<file path="config.mk">
export PLATFORM = sky130hd
export DESIGN_NAME = keypad_bcd_entry
export DESIGN_NICKNAME = d
export VERILOG_FILES = /design/src/rtl/keypad_bcd_entry_pkg.sv /design/src/rtl/keypad_bcd_entry_enc.sv /design/src/rtl/keypad_bcd_entry.sv
export SDC_FILE = /design/constraint.sdc
export NUM_CORES = 1
export LEC_CHECK = 0
export ABC_AREA = 1
export BUFFER_PORTS_ARGS = -buffer_cell sky130_fd_sc_hd__buf_2
export CAP_MARGIN = 20
export CORE_MARGIN = 4
export CORE_UTILIZATION = 51
export CTS_CLUSTER_SIZE = 20
export DETAILED_ROUTE_END_ITERATION = 8
export GPL_ROUTABILITY_DRIVEN = 0
export PLACE_DENSITY = 0.75
export SLEW_MARGIN = 20
export SYNTH_ARGS = -nofsm -noshare
export SYNTH_HDL_FRONTEND = slang
export SYNTH_SLANG_ARGS = --single-unit
export TNS_END_PERCENT = 50
</file>
<file path="constraint.sdc">
create_clock -name clk -period 2.01 [get_ports clk]
set_clock_uncertainty 0.1 [all_clocks]
set_input_delay 0.201 -clock clk [delete_from_list [all_inputs] [get_ports clk]]
set_output_delay 0.201 -clock clk [all_outputs]
set_load 0.05 [all_outputs]
</file>
<file path="src/rtl/keypad_bcd_entry_pkg.sv">
// Shared definitions for the keypad BCD entry block: FSM encoding and key/counter widths.
package keypad_bcd_entry_pkg;

  localparam int NUM_KEYS   = 10;
  localparam int KEY_CODE_W = 4;
  localparam int CNT_W      = 8;

  typedef enum logic [1:0] {
    ST_IDLE         = 2'd0,
    ST_PRESS_WAIT   = 2'd1,
    ST_HELD         = 2'd2,
    ST_RELEASE_WAIT = 2'd3
  } kp_state_e;

endpackage

</file>
<file path="src/rtl/keypad_bcd_entry_enc.sv">
// Priority encoder for the ten keypad lines: the highest asserted key index wins.
module key_priority_enc
  import keypad_bcd_entry_pkg::*;
(
  input  logic [NUM_KEYS-1:0]   dec_i,
  output logic [KEY_CODE_W-1:0] code_o,
  output logic                  valid_o
);

  // Highest-index-wins code selection
  always_comb begin
    code_o  = 4'd0;
    valid_o = |dec_i;
    casez (dec_i)
      10'b1?????????: code_o = 4'd9;
      10'b01????????: code_o = 4'd8;
      10'b001???????: code_o = 4'd7;
      10'b0001??????: code_o = 4'd6;
      10'b00001?????: code_o = 4'd5;
      10'b000001????: code_o = 4'd4;
      10'b0000001???: code_o = 4'd3;
      10'b00000001??: code_o = 4'd2;
      10'b000000001?: code_o = 4'd1;
      10'b0000000001: code_o = 4'd0;
      default:        code_o = 4'd0;
    endcase
  end

endmodule

</file>
<file path="src/rtl/keypad_bcd_entry.sv">
// Debounced 0-9 keypad front end that shifts each accepted key into a BCD entry register.
module keypad_bcd_entry
  import keypad_bcd_entry_pkg::*;
#(
  parameter int NUM_DIGITS      = 4,
  parameter int DEBOUNCE_CYCLES = 4,
  parameter int OVERFLOW_SHIFT  = 1
) (
  input  logic                    clk,
  input  logic                    rst,
  input  logic [9:0]              DEC,
  input  logic                    EN_N,
  input  logic                    CLR,
  output logic [4*NUM_DIGITS-1:0] DIGITS,
  output logic [3:0]              COUNT,
  output logic                    FULL,
  output logic                    LOAD_N
);

  localparam int               DW          = 4 * NUM_DIGITS;
  localparam logic [CNT_W-1:0] DEB_LAST    = CNT_W'(DEBOUNCE_CYCLES);
  localparam logic [3:0]       NUM_DIG_C   = 4'(NUM_DIGITS);
  localparam logic             OVF_SHIFT_C = (OVERFLOW_SHIFT != 0);

  logic [NUM_KEYS-1:0]   dec_meta_q, dec_sync_q;
  logic [KEY_CODE_W-1:0] key_code_s;
  logic                  key_vld_s;
  logic [1:0]            prime_q;
  logic                  armed_q, armed_d;
  kp_state_e             state_q, state_d;
  logic [CNT_W-1:0]      cnt_q, cnt_d;
  logic [KEY_CODE_W-1:0] key_q, key_d;
  logic                  accept_s;
  logic [DW-1:0]         digits_q, digits_d;
  logic [3:0]            count_q, count_d;
  logic                  full_q;
  logic                  load_n_q, load_s;

  key_priority_enc u_enc (
    .dec_i   (dec_sync_q),
    .code_o  (key_code_s),
    .valid_o (key_vld_s)
  );

  // A key held through reset must be seen released before it can be accepted;
  // prime_q delays that judgement until the synchroniser holds post-reset samples.
  assign armed_d = armed_q | (prime_q[1] & ~key_vld_s);

  // Synchroniser, post-reset priming and release-arming flag
  always_ff @(posedge clk or posedge rst) begin
    if (rst) begin
      dec_meta_q <= 10'd0;
      dec_sync_q <= 10'd0;
      prime_q    <= 2'b00;
      armed_q    <= 1'b0;
    end else begin
      dec_meta_q <= DEC;
      dec_sync_q <= dec_meta_q;
      prime_q    <= {prime_q[0], 1'b1};
      armed_q    <= armed_d;
    end
  end

  // Debounce FSM state, sample counter and captured key code
  always_ff @(posedge clk or posedge rst) begin
    if (rst) begin
      state_q <= ST_IDLE;
      cnt_q   <= 8'd0;
      key_q   <= 4'd0;
    end else begin
      state_q <= state_d;
      cnt_q   <= cnt_d;
      key_q   <= key_d;
    end
  end

  // Debounce next-state logic; accept_s marks the single accept edge of a press
  always_comb begin
    state_d  = state_q;
    cnt_d    = cnt_q;
    key_d    = key_q;
    accept_s = 1'b0;
    if (EN_N) begin
      state_d = ST_IDLE;
      cnt_d   = 8'd0;
    end else begin
      case (state_q)
        ST_IDLE: begin
          if (key_vld_s && armed_q) begin
            key_d = key_code_s;
            cnt_d = 8'd1;
            if (DEB_LAST == 8'd1) begin
              state_d  = ST_HELD;
              accept_s = 1'b1;
            end else begin
              state_d = ST_PRESS_WAIT;
            end
          end else begin
            cnt_d = 8'd0;
          end
        end
        ST_PRESS_WAIT: begin
          if (!key_vld_s) begin
            state_d = ST_IDLE;
            cnt_d   = 8'd0;
          end else if (key_code_s != key_q) begin
            key_d = key_code_s;
            cnt_d = 8'd1;
          end else begin
            cnt_d = cnt_q + 8'd1;
            if (cnt_q + 8'd1 == DEB_LAST) begin
              state_d  = ST_HELD;
              accept_s = 1'b1;
            end else begin
              state_d = ST_PRESS_WAIT;
            end
          end
        end
        ST_HELD: begin
          if (!key_vld_s) begin
            cnt_d   = 8'd1;
            state_d = (DEB_LAST == 8'd1) ? ST_IDLE : ST_RELEASE_WAIT;
          end else begin
            state_d = ST_HELD;
          end
        end
        ST_RELEASE_WAIT: begin
          if (key_vld_s) begin
            state_d = ST_HELD;
          end else if (cnt_q + 8'd1 == DEB_LAST) begin
            state_d = ST_IDLE;
            cnt_d   = 8'd0;
          end else begin
            cnt_d = cnt_q + 8'd1;
          end
        end
        default: begin
          state_d = ST_IDLE;
          cnt_d   = 8'd0;
        end
      endcase
    end
  end

  // Entry register update: clear has priority over an accepted key
  always_comb begin
    digits_d = digits_q;
    count_d  = count_q;
    load_s   = 1'b0;
    if (CLR) begin
      digits_d = '0;
      count_d  = 4'd0;
    end else if (accept_s) begin
      if (count_q < NUM_DIG_C) begin
        digits_d = (digits_q << 3'd4) | DW'(key_code_s);
        count_d  = count_q + 4'd1;
        load_s   = 1'b1;
      end else if (OVF_SHIFT_C) begin
        digits_d = (digits_q << 3'd4) | DW'(key_code_s);
        load_s   = 1'b1;
      end else begin
        digits_d = digits_q;
      end
    end else begin
      load_s = 1'b0;
    end
  end

  // Registered entry value, digit count, full flag and load strobe
  always_ff @(posedge clk or posedge rst) begin
    if (rst) begin
      digits_q <= '0;
      count_q  <= 4'd0;
      full_q   <= 1'b0;
      load_n_q <= 1'b1;
    end else begin
      digits_q <= digits_d;
      count_q  <= count_d;
      full_q   <= (count_d == NUM_DIG_C);
      load_n_q <= ~load_s;
    end
  end

  assign DIGITS = digits_q;
  assign COUNT  = count_q;
  assign FULL   = full_q;
  assign LOAD_N = load_n_q;

endmodule

</file>
==> metrics.txt, run 1 <==
number of synthesized flops with an enable pin=0; Filler Cells Inserted=363; Critical Path Sink Type=flop; die area=6367 µm²; CTS clk-pin slew, worst paths=0.07 ns; Final min period=1.997 ns; sequential area share after synthesis=0.5621; count leader, synth=dfrtp_1; worst hold path class=in -> reg; Clock Path Buffers=2; Peak VDD IR=0.5652 mV; Yosys Warn Count=0; placed inst area=2970 µm²; Synth area leaders=dfrtp_1 55%, nand2_1 7.7%, inv_1 6.7%, o21ai_0 3.8%, nand3_1 3.6%; Non-Filler Instances=426; Static Leak=1.695 nW; ys async rst share=1.000; PnR Total Power=2.761 mW; switching power total=0.6935 mW; WL/cell=12.97 µm; Syn Std Cell Area=2629 µm²; port bufs=35; crit start category=flop; num ports=36; total negative slack=0 ns; Routed Antenna Nets=0; fin crit share=0.9937; final hold slack=0.08521 ns; Post-synth top flop=dfrtp_1; largest net degree at the start of global routing=35; Slew @ Worst Pin=0.5718 ns; Slew headroom=0.6183; Pins Over Slew Limit=0; outcome=finished clean; Core Util, Final=0.7081; Comb power frac=0.120; Yosys top cell by area=dfrtp_1; NumNets Final=370; Tot GR Track Use=0.1864; Power Internal=2.068 mW; Die X=79.80 µm; chip height=79.80 µm; Gate Count Post-Synth=279; H-tree depth=3; layout cells sized above 1=0.3120; Area Growth Syn to Fin=30.60%; WP data required=2.12 ns; final wirelength=5524 µm; critical-path maximum fanout=8; CTS Buf Count=9; CTS tree=done; syn nets=295; Final Hold Fails=0; Overflow after GRT=0; clock share of power=0.416; unrepaired setup endpoints after global routing=yes; Final Instance Area=3433 µm²; Cell variety after synth=34; Inst Count DP=388; power per cell area=804.3 nW/µm²; initial antenna violation count=0; top cell type's share of synthesized area=0.5521; total number of vias=2,161; Pre-Repair DR Iteration Count=4; CORE AREA=4848 µm²; WS Path Type=reg -> reg; n_diodes=0; multi-input gate area in the final layout=993.5 µm²; CP arrival=2.11 ns; max-cap viol count=0; sequential standard cell area=1480 µm²; hpwl dp=3529 µm; starting density of the core=0.5422; drt drc=0; PnR worst setup slack=0.01257 ns; Switching Fraction=0.2511; first-pass GRT wire length=9114 µm; CTS sink count=59; Final setup viols=0; CTS Root Cell=clkbuf_8; DP Worst Slack=0.03014 ns; sequential power share=0.464; fmax=500.6 MHz; vias per inst=5.073; #FFs+latches synth=59; clk_lat worst skew=0.34 ns; drt first-iter violations=190; vias in the first global route=2,060; syn avg cell area=9.422 µm²; row count=25; Post-synth top cells=58 x dfrtp_1, 54 x nand2_1, 47 x inv_1, 20 x o21ai_0, 19 x nand3_1
## layout make-up
class                   count  share of cell area
well taps                  67             0.02442
clock buffers              11             0.03827
flip-flops and latches     59              0.4311
clock inverters             5             0.02259
repair buffers             67              0.1407
multi-input cells         168              0.2894
inverters                  49             0.05357
## placed cells by master (no fill, tap or decap), types with 2 or more instances in the layout
cell type / n
nor3_2: 3
nand2_1: 49
nand3_2: 2
o21ai_0: 17
o22ai_1: 8
clkinv_2: 2
clkbuf_8: 9
dfrtp_2: 2
buf_4: 17
inv_2: 4
nand4_1: 11
o21ai_1: 3
nand2_2: 11
buf_12: 3
xor2_1: 2
dlygate4sd3_1: 12
clkbuf_1: 2
inv_1: 44
o22ai_2: 5
nand3_1: 17
nor2_4: 3
nor2_1: 15
nor2_2: 4
bufinv_16: 2
a21boi_0: 2
buf_2: 35
dfrtp_1: 56
## power groups by stage
stage | clock, mW | sequential [mW] | combinational [mW]
3_5_place_dp | 0 | 1.30 | 0.282
5_1_grt | 1.23 | 1.29 | 0.366
4_1_cts | 1.17 | 1.28 | 0.303
3_3_place_gp | 0 | 1.30 | 0.277
6_report | 1.15 | 1.28 | 0.330
2_1_floorplan | 0 | 1.29 | 0.208
## state kept, by name (all words and copies together), names as in the netlist
register    cells
dec_meta_q     10
armed_q         1
FULL            1
dec_sync_q     10
DIGITS         16
prime_q         2
LOAD_N          1
cnt_q           8
state_q         2
key_q           4
COUNT           4
## kinds of logic (layout without fill, tap and decap cells)
kind of cell / count (synthesis) / in the layout / synth area share
adder cells (fa/ha/maj): 2 / 2 / 0.009518
XOR/XNOR: 3 / 3 / 0.009997
buffers and inverters: 52 / 132 / 0.08139
other: 1 / 1 / 0.001427
AND/OR/NAND/NOR: 122 / 122 / 0.2356
flip-flops: 59 / 59 / 0.5621
AO/OA/AOI/OAI: 40 / 40 / 0.09996
## worst paths after layout
check	start	end	slack (ns)	cells past startpoint
setup / recovery	dec_sync_q[4]	key_q[3]	0.01	11
hold / removal	EN_N	cnt_q[1]	0.09	4
min in group asynchronous	rst	COUNT[1]	0.37	3
setup reg to reg	dec_sync_q[4]	key_q[3]	0.01	11
hold reg to reg	dec_meta_q[5]	dec_sync_q[5]	0.25	0
max in group asynchronous	rst	cnt_q[2]	0.86	4
## critical path: stages (launching register included)
cell and delay [ns]:
dfrtp_1 0.39, nor2_2 0.15, nand2_2 0.10, buf_4 0.15, a21boi_0 0.25, nor3_2 0.07
nand2_2 0.12, nor2_8 0.08, nand2_1 0.11, nand4_4 0.14, nand2_1 0.12, o21ai_0 0.09
## metal layers
metal	share of wire	global-route usage
met1	0.45	0.2392
met2	0.50	0.2905
met3	0.037	0.03950
met4	0.012	0.1098
met5	0	0
## repair_timing
action,CTS,global route
hold buffers,12,0
buffers inserted,0,10
endpoints found under the hold margin,35,0
setup endpoints to repair,0,33
gates resized for setup,0,22
No activity file was read; power rests on OpenSTA's default activity.
==> run 2: changes to the inputs <==
BUFFER_PORTS_ARGS = -buffer_cell sky130_fd_sc_hd__clkbuf_2   (was -buffer_cell sky130_fd_sc_hd__buf_2)
==> run 2 against run 1 <==
  * Register-to-register slack improved by 0.02 ns
  * Via count fell by 1.8%
  * Combinational power down 2%
  * Sequential share of layout area rose by 0.11 points
  * First-iteration DRC count is 39% lower
  * Fmax grew 1.2%
  * Power down 4.1%
  * Core utilization shrank 0.18 points
  * Count of clock-buffer cells in the layout increased by 2
  * Global-route usage increased by 0.28 points
  * Worst hold slack improved by 0.048 ns
  * Design area decreased by 0.26%
  * Largest power group unchanged
==> metrics.txt, run 2 (synthesis results as in run 1) <==
fmax=506.7 MHz (+1.2%); Pins Over Slew Limit=0 (unchanged); WL/cell=12.48 µm (-3.7%); CTS Buf Count=9 (unchanged); Critical-path top delay cell=dfrtp_2; max-cap viol count=0 (unchanged); vias per inst=5.005 (-1.3%); PnR Total Power=2.647 mW (-4.1%); Final min period=1.973 ns (-0.02404 ns); Static Leak=1.676 nW (-1.1%); crit path cell chain=buf_4 -> nand3_1 -> nand2_1 -> a21oi_2 -> nand4_4 -> nor2_4 -> nand3_4 -> buf_12 -> o22ai_1; placed inst area=2985 µm² (+0.51%); worst r2r src=cnt_q[0]; Final setup viols=0 (unchanged); CTS Root Cell=clkbuf_8; initial antenna violation count=0 (unchanged); CTS tree=done; port bufs=35 (unchanged); die area=6367 µm² (unchanged); worst hold path class=in -> reg; WP buf/inv=2 (+1); unrepaired setup endpoints after global routing=yes; CORE AREA=4848 µm² (unchanged); CTS sink count=59 (unchanged); critical-path maximum fanout=17 (+9); total number of vias=2,122 (-1.8%); Switching Fraction=0.2423 (-0.008810); power per cell area=773.0 nW/µm² (-3.9%); chip height=79.80 µm (unchanged); most frequent cells in the layout=56 x dfrtp_1, 50 x nand2_1, 44 x inv_1, 35 x clkbuf_2, 17 x nand3_1; DP Worst Slack=0.02496 ns (-0.005182 ns); switching power total=0.6415 mW (-7.5%); Area Growth Syn to Fin=30.27%; starting density of the core=0.5422 (unchanged); CP delay by family, top=simple AND/OR/NAND/NOR gates; clock share of power=0.395 (-0.021); Core Util, Final=0.7063 (-0.001806); fin crit share=0.9818 (-0.01196); Power Internal=2.006 mW (-3.0%); crit start category=flop; Die X=79.80 µm (unchanged); reg2reg path depth=9 (-2); worst hold stages=4 (unchanged); Pre-Repair DR Iteration Count=4 (unchanged); clk_lat worst skew=0.34 ns (about the same); H-tree depth=3 (unchanged); commonest non-fill, non-tap cell in the layout=dfrtp_1; vias in the first global route=2,158 (+4.8%); layout cells sized above 1=0.3025 (-0.009457); Final Hold Fails=0 (unchanged); Comb power frac=0.122 (+0.002); end of the worst register-to-register path=DIGITS[6]; Reg2Reg Setup Slack=0.04 ns (+0.02 ns); max reg flops=16 (unchanged); Final Instance Area=3425 µm² (-0.26%); outcome=finished clean; num ports=36 (unchanged); PnR worst setup slack=0.03661 ns (+0.02404 ns); Routed Antenna Nets=0 (unchanged); row count=25 (unchanged); Critical Path Sink Type=flop; CTS clk-pin slew, worst paths=0.06 ns (about the same); final wirelength=5292 µm (-4.2%); NumNets Final=369 (-0.27%); Clock Path Buffers=2 (unchanged); n_diodes=0 (unchanged); Overflow after GRT=0 (unchanged); hold_sp=EN_N; drt first-iter violations=116 (-39%); WS Path Type=reg -> reg; Peak VDD IR=0.5522 mV (-2.3%); drt drc=0 (unchanged); Endpoint, Worst Hold=cnt_q[1]; WP data required=2.16 ns (+0.04 ns); slowest stage delay, CP=0.44 ns (+0.05 ns); Tot GR Track Use=0.1891 (+0.002799); hpwl dp=3704 µm (+4.9%); CP arrival=2.12 ns (about the same); first-pass GRT wire length=9232 µm (+1.3%); sequential power share=0.483 (+0.019); largest net degree at the start of global routing=29 (-17%)
-- run 2: cell count changes in the layout (fill, tap and decap cells not counted), moves of 2 or more --
cell,previous run,this run
buf_2,35,0
clkbuf_2,0,35
buf_4,17,14
o21ai_0,17,14
buf_6,0,2
clkbuf_8,9,11
o21ai_1,3,5
-- run 2: power groups by stage --
stage | Clock [mW] | Combinational (mW) | Sequential (mW)
after CTS | 1.07 | 0.303 | 1.28
after global placement | 0 | 0.277 | 1.30
after detailed placement | 0 | 0.285 | 1.30
after floorplan | 0 | 0.208 | 1.29
after global routing | 1.14 | 0.363 | 1.28
final | 1.05 | 0.323 | 1.28
-- run 2: metrics by stage --
stage,hold slack [ns],setup TNS (ns),instances
after floorplan,0.1324,0,279
after global placement,0.1333,0,390
after detailed placement,0.1424,0,390
after CTS,0.1159,0,417
after global routing,0.1829,-1.525,424
final,0.1331,0,424
-- run 2: tightest hold or removal path: cells and delay by family --
family | cells | cell delay, ns
buf+inv | 1 | 0.14
simple gates | 3 | 0.19
-- run 2: layer usage --
| layer | global-route usage | vias up | routed length, µm |
|---|---|---|---|
| li1 | - | 1059 | - |
| met1 | 0.2278 | 991 | 2296 |
| met2 | 0.3164 | 59 | 2667 |
| met3 | 0.05192 | 13 | 212 |
| met4 | 0.08446 | 0 | 115 |
| met5 | 0 | - | 0 |
-- run 2: worst max-delay path by stage --
stage | cells after the start | slack, ns | startpoint | to
finish | 9 | 0.04 | cnt_q[0] | DIGITS[6]
global route | 13 | -0.09 | dec_sync_q[9] | DIGITS[6]
CTS | 13 | 0.006 | dec_sync_q[8] | cnt_q[6]
detailed placement | 10 | 0.02 | dec_sync_q[8] | cnt_q[4]
global placement | 10 | 0.08 | dec_sync_q[8] | cnt_q[4]
floorplan | 9 | 0.14 | cnt_q[0] | DIGITS[3]
-- run 2: area by class of cell --
cell class                      instances  area, µm²
Timing Repair Buffer                   66      483.0
Clock inverter                          2      35.03
Sequential cell                        59       1480
Fill cell                             348       1424
Multi-Input combinational cell        168      999.7
Clock buffer                           13      158.9
Inverter                               49      183.9
Tap cell                               67      83.83
-- run 2: what timing repair did --
item,in CTS,in global routing
hold buffers,12,0
buffers inserted,0,7
hold endpoints to repair,30,0
setup endpoints to repair,0,33
resized for setup,0,26
==> run 3: changes to the inputs <==
ABC_AREA = 0   (was 1)
CORE_UTILIZATION = 50   (was 51)
PLACE_DENSITY = 0.74   (was 0.75)
==> run 3 against run 2 <==
  * The flow now finishes with violations (negative setup slack)
  * Fmax shrank 12%
  * Global-route usage grew 1.1 points
  * Cell count shrank 12%
  * Register-to-register slack lost 0.27 ns
  * First-iteration DRC count grew 22%
  * Area after synthesis shrank 6.0%
  * Routed wire length grew 1.2%
  * Setup slack lost 0.27 ns
  * Core utilization grew 2.0 points
  * Design area grew 0.84%
  * Sequential share of layout area shrank 0.40 points
==> metrics.txt, run 3 <==
outcome=finished, violations left; failing checks=negative setup slack; top cell type's share of synthesized area=0.5873 (+0.03522); sequential standard cell area=1479 µm² (about the same); Gate Count Post-Synth=216 (-23%); max-cap viol count=0 (unchanged); Overflow after GRT=0 (unchanged); final wirelength=5355 µm (+1.2%); power per cell area=854.8 nW/µm² (+11%); max reg flops=16 (unchanged); n_diodes=0 (unchanged); total number of vias=1,944 (-8.4%); Yosys Warn Count=0 (unchanged); CP arrival=2.41 ns (+0.29 ns); PnR worst setup slack=-0.2380 ns (-0.2746 ns); hpwl dp=3588 µm (-3.1%); CTS Buf Count=9 (unchanged); crit start category=flop; sequential area share after synthesis=0.5980 (+0.03586); first-pass GRT wire length=9418 µm (+2.0%); clk_lat worst skew=0.33 ns (about the same); WP data required=2.18 ns (+0.02 ns); CORE AREA=4755 µm² (-1.9%); largest net degree at the start of global routing=28 (-3.4%); Tot GR Track Use=0.1998 (+0.01060); row count=25 (unchanged); Yosys top cell by area=dfrtp_1; Peak VDD IR=0.8256 mV (+49%); Routed Antenna Nets=0 (unchanged); Final min period=2.248 ns (+0.2746 ns); Final setup viols=34 (+34); vias per inst=5.198 (+3.9%); starting density of the core=0.5197 (-0.02246); drt first-iter violations=141 (+22%); Post-synth top flop=dfrtp_1; count leader, synth=dfrtp_1; drt drc=0 (unchanged); critical-path maximum fanout=3 (-14); syn avg cell area=11.44 µm² (+21%); Synth area leaders=dfrtp_1 59%, mux2i_1 6.9%, nor2_1 5.0%, o21ai_0 2.4%, nand2_1 2.3%; PnR Total Power=2.952 mW (+12%); Endpoint, Worst Hold=state_q[0]; worst hold path class=in -> reg; H-tree depth=3 (unchanged); CTS tree=done; Static Leak=1.713 nW (+2.2%); multi-input gate area in the final layout=1091 µm² (+9.1%); crit path cell chain=nor3b_4 -> or4_4 -> o211ai_4 -> o311a_4 -> nand3_4 -> or3b_1 -> a21oi_2; WP buf/inv=0 (-2); slowest stage delay, CP=0.49 ns (+0.05 ns); CTS clk-pin slew, worst paths=0.07 ns (about the same); WL/cell=14.32 µm (+15%); Clock Path Buffers=2 (unchanged); CTS Root Cell=clkbuf_8; WS Path Type=reg -> reg; hold_sp=EN_N; initial antenna violation count=0 (unchanged); layout cells sized above 1=0.3681 (+0.06556); die area=6131 µm² (-3.7%); fin crit share=1.118 (+0.1366); Filler Cells Inserted=337 (-3.2%); port bufs=35 (unchanged); vias in the first global route=2,074 (-3.9%); total negative slack=-5.412 ns (-5.412 ns); Reg2Reg Setup Slack=-0.24 ns (-0.27 ns); Post-synth top cells=58 x dfrtp_1, 33 x nor2_1, 17 x mux2i_1, 15 x nand2_1, 12 x o21ai_0; #FFs+latches synth=59 (unchanged); Syn Std Cell Area=2471 µm² (-6.0%); Critical Path Sink Type=flop; num ports=36 (unchanged); Pre-Repair DR Iteration Count=4 (unchanged); chip height=78.30 µm (-1.9%); Critical-path top delay cell=or4_4; CP delay by family, top=simple AND/OR/NAND/NOR gates; Final Hold Fails=0 (unchanged); CTS sink count=59 (unchanged); commonest non-fill, non-tap cell in the layout=dfrtp_1; Die X=78.30 µm (-1.9%); reg2reg path depth=7 (-2); unrepaired setup endpoints after global routing=yes; fmax=444.8 MHz (-12%); syn nets=232 (-21%); Pins Over Slew Limit=0 (unchanged); Cell variety after synth=43 (+26%); worst r2r src=dec_sync_q[5]; number of synthesized flops with an enable pin=0 (unchanged); ys async rst share=1.000 (unchanged); end of the worst register-to-register path=COUNT[2]; Area Growth Syn to Fin=39.75%; NumNets Final=318 (-14%); most frequent cells in the layout=57 x dfrtp_1, 35 x clkbuf_2, 32 x nor2_1, 30 x buf_4, 15 x mux2i_1; worst hold stages=2 (-2); Core Util, Final=0.7263 (+0.01999)
## run 3: cell types whose count changed in the layout (fill, tap and decap cells not counted), moves of 7 or more
cell     change
inv_1       -41
nand2_1     -36
buf_4       +16
nor2_1      +16
mux2i_1     +15
nand3_1     -15
nand4_1     -10
nand2_2      -9
o21ai_0      -7
o22ai_1      -7
## run 3: routing by layer
layer | wire [µm] | global-route usage
met1 | 2330 | 0.2428
met2 | 2725 | 0.3305
met3 | 182 | 0.04358
met4 | 117 | 0.1101
met5 | 0 | 0
## run 3: how the worst max path moves through the flow
stage	start	endpoint	slack (ns)	cells after the start
CTS	dec_sync_q[5]	COUNT[2]	-0.23	7
floorplan	dec_sync_q[5]	COUNT[2]	-0.28	8
global placement	dec_sync_q[2]	key_q[1]	-0.22	7
detailed placement	dec_sync_q[3]	key_q[3]	-0.28	7
finish	dec_sync_q[5]	COUNT[2]	-0.24	7
global route	dec_sync_q[5]	cnt_q[5]	-0.33	8
## run 3: report_power, final
group	total, mW	internal, mW	switching (mW)
Clock	1.15	0.697	0.458
Combinational	0.474	0.269	0.205
Sequential	1.32	1.25	0.0710
## run 3: timing repair
action                     4_1_cts  5_1_grt
hold buffers                    12        0
setup endpoints to repair       34       35
gates resized for setup         19       16
pin swaps                        3        6
cloned                           0        0
buffers inserted                 3        0
hold endpoints to repair        27        0
## run 3: final cells by class
type	count	share of cell area
Sequential cell	59	0.4283
Multi-Input combinational cell	147	0.3159
Timing Repair Buffer	81	0.1663
Clock buffer	11	0.03804
Tap cell	67	0.02428
Clock inverter	5	0.02283
Inverter	4	0.004348
## run 3: cell families (layout without fill, tap and decap cells)
kind of cell,Yosys count,in the layout,share of synthesized area
xor+xnor,6,6,0.02127
flops,59,59,0.5980
compound gates,34,34,0.09114
other cells,1,1,0.001518
simple gates,83,83,0.1711
buf+inv,10,101,0.01974
mux,21,21,0.08709
fa+ha+maj,2,2,0.01012
## run 3: per-stage QoR
stage	hold WS, ns	worst slack, ns	cells	cell area [µm²]
6_report	0.03292	-0.2380	374	3453
5_1_grt	0.05010	-0.3265	374	3453
4_1_cts	0.02106	-0.2321	374	3390
3_5_place_dp	0.1035	-0.2824	343	2948
3_3_place_gp	0.09922	-0.2174	343	2948
2_1_floorplan	0.1324	-0.2756	216	2477
